## config.mk

```make
export PLATFORM = sky130hd
export DESIGN_NAME = core_bus_slave
export DESIGN_NICKNAME = d
export VERILOG_FILES = /design/src/rtl/core_regs_pkg.sv /design/src/rtl/core_bus_slave_irq_latch.sv /design/src/rtl/core_bus_slave.sv
export SDC_FILE = /design/constraint.sdc
export NUM_CORES = 1
export LEC_CHECK = 0
export CORE_ASPECT_RATIO = 1.2
export CORE_MARGIN = 2
export CORE_UTILIZATION = 33
export DETAILED_ROUTE_END_ITERATION = 8
export GPL_TIMING_DRIVEN = 0
export PLACE_DENSITY = 0.76
export SYNTH_ARGS = -nofsm -noshare
export SYNTH_HDL_FRONTEND = slang
export SYNTH_SLANG_ARGS = --single-unit
```

## constraint.sdc

```tcl
create_clock -name clk -period 2.1 [get_ports clk]
set_input_delay 0.315 -clock clk [delete_from_list [all_inputs] [get_ports clk]]
set_output_delay 0.315 -clock clk [all_outputs]
set_load 0.01 [all_outputs]
```

## src/rtl/core_regs_pkg.sv

```systemverilog
`default_nettype none
// ============================================================================
// Module   : core_regs_pkg
// Brief    : Register map, bus FSM states and byte-merge helper for the
//            counter peripheral bus front end.
// Revision : 1.0 - initial release
// ============================================================================
package core_regs_pkg;

  localparam logic [31:0] c_ID_VALUE = 32'h5045_5231;

  localparam int unsigned c_ADDR_COUNTER1   = 0;
  localparam int unsigned c_ADDR_COUNTER2   = 1;
  localparam int unsigned c_ADDR_IRQ_STATUS = 2;
  localparam int unsigned c_ADDR_IRQ_ENABLE = 3;
  localparam int unsigned c_ADDR_ID         = 4;

  typedef enum logic [1:0] {
    IDLE    = 2'd0,
    CAPTURE = 2'd1,
    RESPOND = 2'd2
  } bus_state_t;

  // Enabled lanes take the new data, the rest keep the old word.
  function automatic logic [31:0] byte_merge(input logic [31:0] old_word,
                                             input logic [31:0] new_word,
                                             input logic [3:0]  lanes);
    logic [31:0] w_result;
    w_result = old_word;
    for (int i = 0; i < 4; i++) begin
      if (lanes[i]) w_result[8*i +: 8] = new_word[8*i +: 8];
    end
    return w_result;
  endfunction

endpackage
`default_nettype wire

```

## src/rtl/core_bus_slave_irq_latch.sv

```systemverilog
`default_nettype none
// ============================================================================
// Module   : irq_latch
// Brief    : Rising-edge sticky interrupt with W1C clear and enable mask.
// Revision : 1.0 - initial release
// ============================================================================
module irq_latch (
  input  logic clk,
  input  logic reset,
  input  logic irq,
  input  logic status_clr,
  input  logic enable_we,
  input  logic enable_wdata,
  output logic pending,
  output logic enable,
  output logic irqOut
);

  logic r_irq_prev;
  logic r_pending;
  logic r_enable;

  always_ff @(posedge clk) begin
    if (reset) begin
      r_irq_prev <= 1'b0;
      r_pending  <= 1'b0;
      r_enable   <= 1'b0;
    end else begin
      r_irq_prev <= irq;
      // A fresh edge beats a simultaneous clear so no event is lost.
      if (irq && !r_irq_prev) r_pending <= 1'b1;
      else if (status_clr)    r_pending <= 1'b0;
      if (enable_we) r_enable <= enable_wdata;
    end
  end

  assign pending = r_pending;
  assign enable  = r_enable;
  assign irqOut  = r_pending & r_enable;

endmodule
`default_nettype wire

```

## src/rtl/core_bus_slave.sv

```systemverilog
`default_nettype none
// ============================================================================
// Module   : core_bus_slave
// Brief    : Avalon-MM style register front end for the dual counter core.
// Revision : 1.0 - initial release
// ============================================================================
module core_bus_slave
  import core_regs_pkg::*;
#(
  parameter int          ADDR_W   = 3,
  parameter logic [31:0] ID_VALUE = c_ID_VALUE
) (
  input  logic              clk,
  input  logic              reset,
  input  logic [ADDR_W-1:0] address,
  input  logic              read,
  input  logic              write,
  input  logic [31:0]       writedata,
  input  logic [3:0]        byteenable,
  output logic [31:0]       readdata,
  output logic              readdatavalid,
  output logic              waitrequest,
  input  logic [31:0]       counter1,
  input  logic [31:0]       counter2,
  input  logic              irq,
  output logic [31:0]       counter1In,
  output logic [31:0]       counter2In,
  output logic              counter1We,
  output logic              counter2We,
  output logic              counter1Re,
  output logic              counter2Re,
  output logic              irqOut
);

  bus_state_t        r_state;
  logic [ADDR_W-1:0] r_addr;
  logic [31:0]       r_hold;
  logic [31:0]       w_rdata;
  logic              w_idle;
  logic              w_wr;
  logic              w_rd;
  logic              w_sel_c1;
  logic              w_sel_c2;
  logic              w_sel_status;
  logic              w_sel_enable;
  logic              w_status_clr;
  logic              w_enable_we;
  logic              w_pending;
  logic              w_enable;

  // Requests are only honoured in IDLE and never while reset is asserted.
  assign w_idle = (r_state == IDLE) && !reset;
  assign w_wr   = w_idle && write;
  assign w_rd   = w_idle && read && !write;

  assign w_sel_c1     = (address == ADDR_W'(c_ADDR_COUNTER1));
  assign w_sel_c2     = (address == ADDR_W'(c_ADDR_COUNTER2));
  assign w_sel_status = (address == ADDR_W'(c_ADDR_IRQ_STATUS));
  assign w_sel_enable = (address == ADDR_W'(c_ADDR_IRQ_ENABLE));

  assign counter1We = w_wr && w_sel_c1;
  assign counter2We = w_wr && w_sel_c2;
  assign counter1Re = w_rd && w_sel_c1;
  assign counter2Re = w_rd && w_sel_c2;

  assign counter1In = counter1We ? byte_merge(counter1, writedata, byteenable) : '0;
  assign counter2In = counter2We ? byte_merge(counter2, writedata, byteenable) : '0;

  assign w_status_clr = w_wr && w_sel_status && byteenable[0] && writedata[0];
  assign w_enable_we  = w_wr && w_sel_enable && byteenable[0];

  irq_latch u_irq (
    .clk          (clk),
    .reset        (reset),
    .irq          (irq),
    .status_clr   (w_status_clr),
    .enable_we    (w_enable_we),
    .enable_wdata (writedata[0]),
    .pending      (w_pending),
    .enable       (w_enable),
    .irqOut       (irqOut)
  );

  always_comb begin
    w_rdata = '0;
    case (r_addr)
      ADDR_W'(c_ADDR_COUNTER1):   w_rdata = counter1;
      ADDR_W'(c_ADDR_COUNTER2):   w_rdata = counter2;
      ADDR_W'(c_ADDR_IRQ_STATUS): w_rdata = {31'b0, w_pending};
      ADDR_W'(c_ADDR_IRQ_ENABLE): w_rdata = {31'b0, w_enable};
      ADDR_W'(c_ADDR_ID):         w_rdata = ID_VALUE;
      default:                    w_rdata = '0;
    endcase
  end

  always_ff @(posedge clk) begin
    if (reset) begin
      r_state <= IDLE;
      r_addr  <= '0;
      r_hold  <= '0;
    end else begin
      case (r_state)
        IDLE: begin
          if (read && !write) begin
            r_addr  <= address;
            r_state <= CAPTURE;
          end
        end
        CAPTURE: begin
          r_hold  <= w_rdata;
          r_state <= RESPOND;
        end
        RESPOND: r_state <= IDLE;
        default: r_state <= IDLE;
      endcase
    end
  end

  assign waitrequest   = !reset && (r_state != IDLE);
  assign readdatavalid = !reset && (r_state == RESPOND);
  assign readdata      = readdatavalid ? r_hold : '0;

endmodule
`default_nettype wire

```

==> results.md <==
* Initial antenna violation count at 0
* Port bufs at 209
* Total die area at 9940 µm²
* DRT met1 WL at 5270 µm
* Initial core utilization at 0.336
* Post-DP HPWL at 9720 µm
* GRT Resource Usage Total at 0.266
* Drt total wl at 13700 µm
* FF-to-FF Start: r_state[1]
* Clock Path Buffers at 2
* Highest clock rate at 457 MHz
* Post-DP Area at 5260 µm²
* Post-Syn Instances at 415
* Routed length on met3 at 884 µm
* CP peak stage delay at 0.37 ns
* Worst-path clk slew at 0.08 ns
* Measured slew at the worst slew-check pin at 0.745 ns
* CTS tree: done
* Post-synth top area cell: dfxtp_1
* Switching power at 607 µW
* Via density at 5.06
* Synth top area share at 0.265
* Clock sinks at 40
* RSZ-0062 raised after global routing: true
* CP endpoint kind: output port
* Total of max-cap violations at 0
* Worst EP arrival at 1.87 ns
* Count leader, synth: nand2b_1
* Ys Warns at 0
* Slew margin rel. at 0.503
* Post-synth EDFFs at 0
* Sequential fraction of the synthesis area at 0.265
* Outcome: finished with violations
* Layout cells sized above 1 at 0.331
* Iter 0 DRT Violations at 164
* Combinational share of power at 0.305
* Syn_area_per_cell at 7.28 µm²
* Most instantiated cells after synthesis: nand2b_1 (77), a21oi_1 (75), dfxtp_1 (40)
* Die Wd at 91.4 µm
* Worst path slowest cell: dfxtp_4
* Worst hold start: reset
* Max VDD drop at 0.233 mV
* Critical-path cell list: nor4b_4, buf_4, nand3_4, clkbuf_16, buf_12, a21oi_2, buf_2
* First-pass GRT wire length at 20900 µm
* Hold Path Sink: r_state[0]
* Fin crit period at 2.19 ns
* Min Hold Slack at 0.424 ns
* Worst Path Class, Setup: register to output port
* Pre-CTS WS at -0.862 ns
* Main synth FF type: dfxtp_1
* Vias post-DR at 3942
* Die height at 109 µm
* Seq cells post-synth at 40
* # DRC at 0
* Final instance area at 5830 µm²
* DRT Pass-1 Iters at 4
* Max Used Layer: met4
* Htree depth at 2
* Routability Congestion at 0.809
* Pint at 1530 µW
* Grt total ovfl at 0
* Number of setup violations in the final report at 40
* Violated checks: negative setup slack
* Setup ws final at -0.0885 ns
* Vias in the first global route at 4131
* ANT cells at 0
* Critical path data required time at 1.78 ns
* Clock Power Share at 0.321
* Period utilization at 1.04
* Root Driver: clkbuf_8
* Leak at 0.00259 µW
* Area grow syn2layout at 92.8%
* Sw frac at 0.284
* Worst-Skew Late Latency at 0.30 ns
* Critical Path Source Type: register
* Largest net degree at the start of global routing at 14
* Post-DR wirelength/cell at 17.6 µm
* Slew Viols, Final at 0
* Worst reg2reg path endpoint: r_hold[16]
* Async S/R FF share, synth at 0
* Synth top area cells: dfxtp_1 (27%), nand2b_1 (16%), a21oi_1 (12%), mux2_2 (8.2%), and2_1 (7.0%)
* Register-to-register setup slack at 0.10 ns
* Max FO, Critical Path at 5
* Pwr dens at 367 nW/µm²
* Nets at 766
* FF-to-FF path depth at 6
* Floorplan row count at 38
* Mapped Nets at 523
* Detail Route Antenna Nets at 0
* Worst hold path depth at 2
* Met2 routed WL at 7300 µm
* Worst Skew at 0.00607 ns
* Worst hold path type: input port to register
* Hold Fails Final Rpt at 0
* Io pins at 211
* Cell Area, Synth at 3020 µm²
* Flop pwr share at 0.374
* TritonCTS Buffers at 5
* CTS Hold Bufs at 0
* Distinct cells, synth at 28
* Core area at 8990 µm²
==> sequential cells by signal, indices dropped and copies added (netlist names) <==
name and flops:
u_irq.r_irq_prev 1, r_state 2, u_irq.pending 1, r_hold 32, r_addr 3, u_irq.enable 1
==> cells in the final DEF (no fill, tap or decap), drive strengths merged, types with 5 or more instances in the layout <==
cell,Yosys,routed
clkbuf,27,40
a22o,10,10
mux2,22,22
nand2,33,33
buf,9,100
nand2b,77,77
nor3,12,12
dlygate4sd2,0,23
dfxtp,40,40
and2,34,34
a21oi,75,75
nor2,28,28
nor2b,5,5
clkdlybuf4s50,0,105
clkdlybuf4s15,0,6
a22oi,21,21
==> worst max-delay path: cells and delay by family, from the launching register on <==
family                 cells  cell delay, ns
buffers and inverters      4            0.67
AND/OR/NAND/NOR            2            0.44
flip-flops                 1            0.37
AO/OA/AOI/OAI              1            0.10
==> metal layers <==
metal  GRT usage  vias to the layer above
li1            -                     1906
met1       0.294                     1862
met2       0.506                      149
met3      0.0629                       25
met4      0.0768                        0
met5           0                        -
==> area by class of cell <==
type | instances | area [µm²]
fillers | 801 | 3160
clock inverters | 2 | 38.8
clock buffers | 6 | 82.6
well taps | 120 | 150
plain buffers | 34 | 246
flip-flops and latches | 40 | 808
multi-input cells | 335 | 2380
inverters | 4 | 15.0
repair buffers | 238 | 2100
==> how the worst max path moves through the flow <==
stage                           from             end  slack, ns  depth (start not counted)
after detailed placement       write  counter2In[26]      -0.86                          6
after global routing      r_state[0]  counter2In[19]      -0.16                          7
after global placement         write  counter2In[26]      -0.85                          6
after floorplan                reset  counter2In[22]       0.34                          5
after CTS                 r_state[1]      counter2Re      -0.20                          5
final                     r_state[0]  counter2In[19]      -0.09                          7
==> power by group through the flow <==
stage / Sequential, µW / Combinational [µW] / Clock (µW)
after CTS: 801 / 620 / 691
final: 799 / 651 / 685
after floorplan: 815 / 251 / 0
after global placement: 817 / 561 / 0
after global routing: 802 / 702 / 720
after detailed placement: 819 / 569 / 0
==> what timing repair did <==
item / in CTS / in global routing
setup buffers: 23 / 7
gates cloned: 3 / 0
pin swaps: 2 / 1
resized for setup: 390 / 78
endpoints found under the setup margin: 102 / 71
==> through the flow <==
stage           util  total power (µW)  TNS [ns]  std cells
6_report       0.648              2140     -2.15        779
5_1_grt        0.648              2220     -5.11        779
4_1_cts        0.635              2110     -3.97        778
3_5_place_dp   0.586              1390    -69.55        744
3_3_place_gp   0.586              1380    -65.06        744
2_1_floorplan      -              1070         0        415
==> kinds of logic (layout without fill, tap and decap cells) <==
logic type / Yosys count / count (layout) / share of synthesized area
DFF: 40 / 40 / 0.265
and+or+nand+nor: 199 / 199 / 0.365
AOI/OAI and AO/OA: 110 / 110 / 0.223
muxes: 26 / 26 / 0.0952
buffers and inverters: 40 / 284 / 0.0518
(Power assumes the default switching activity.)
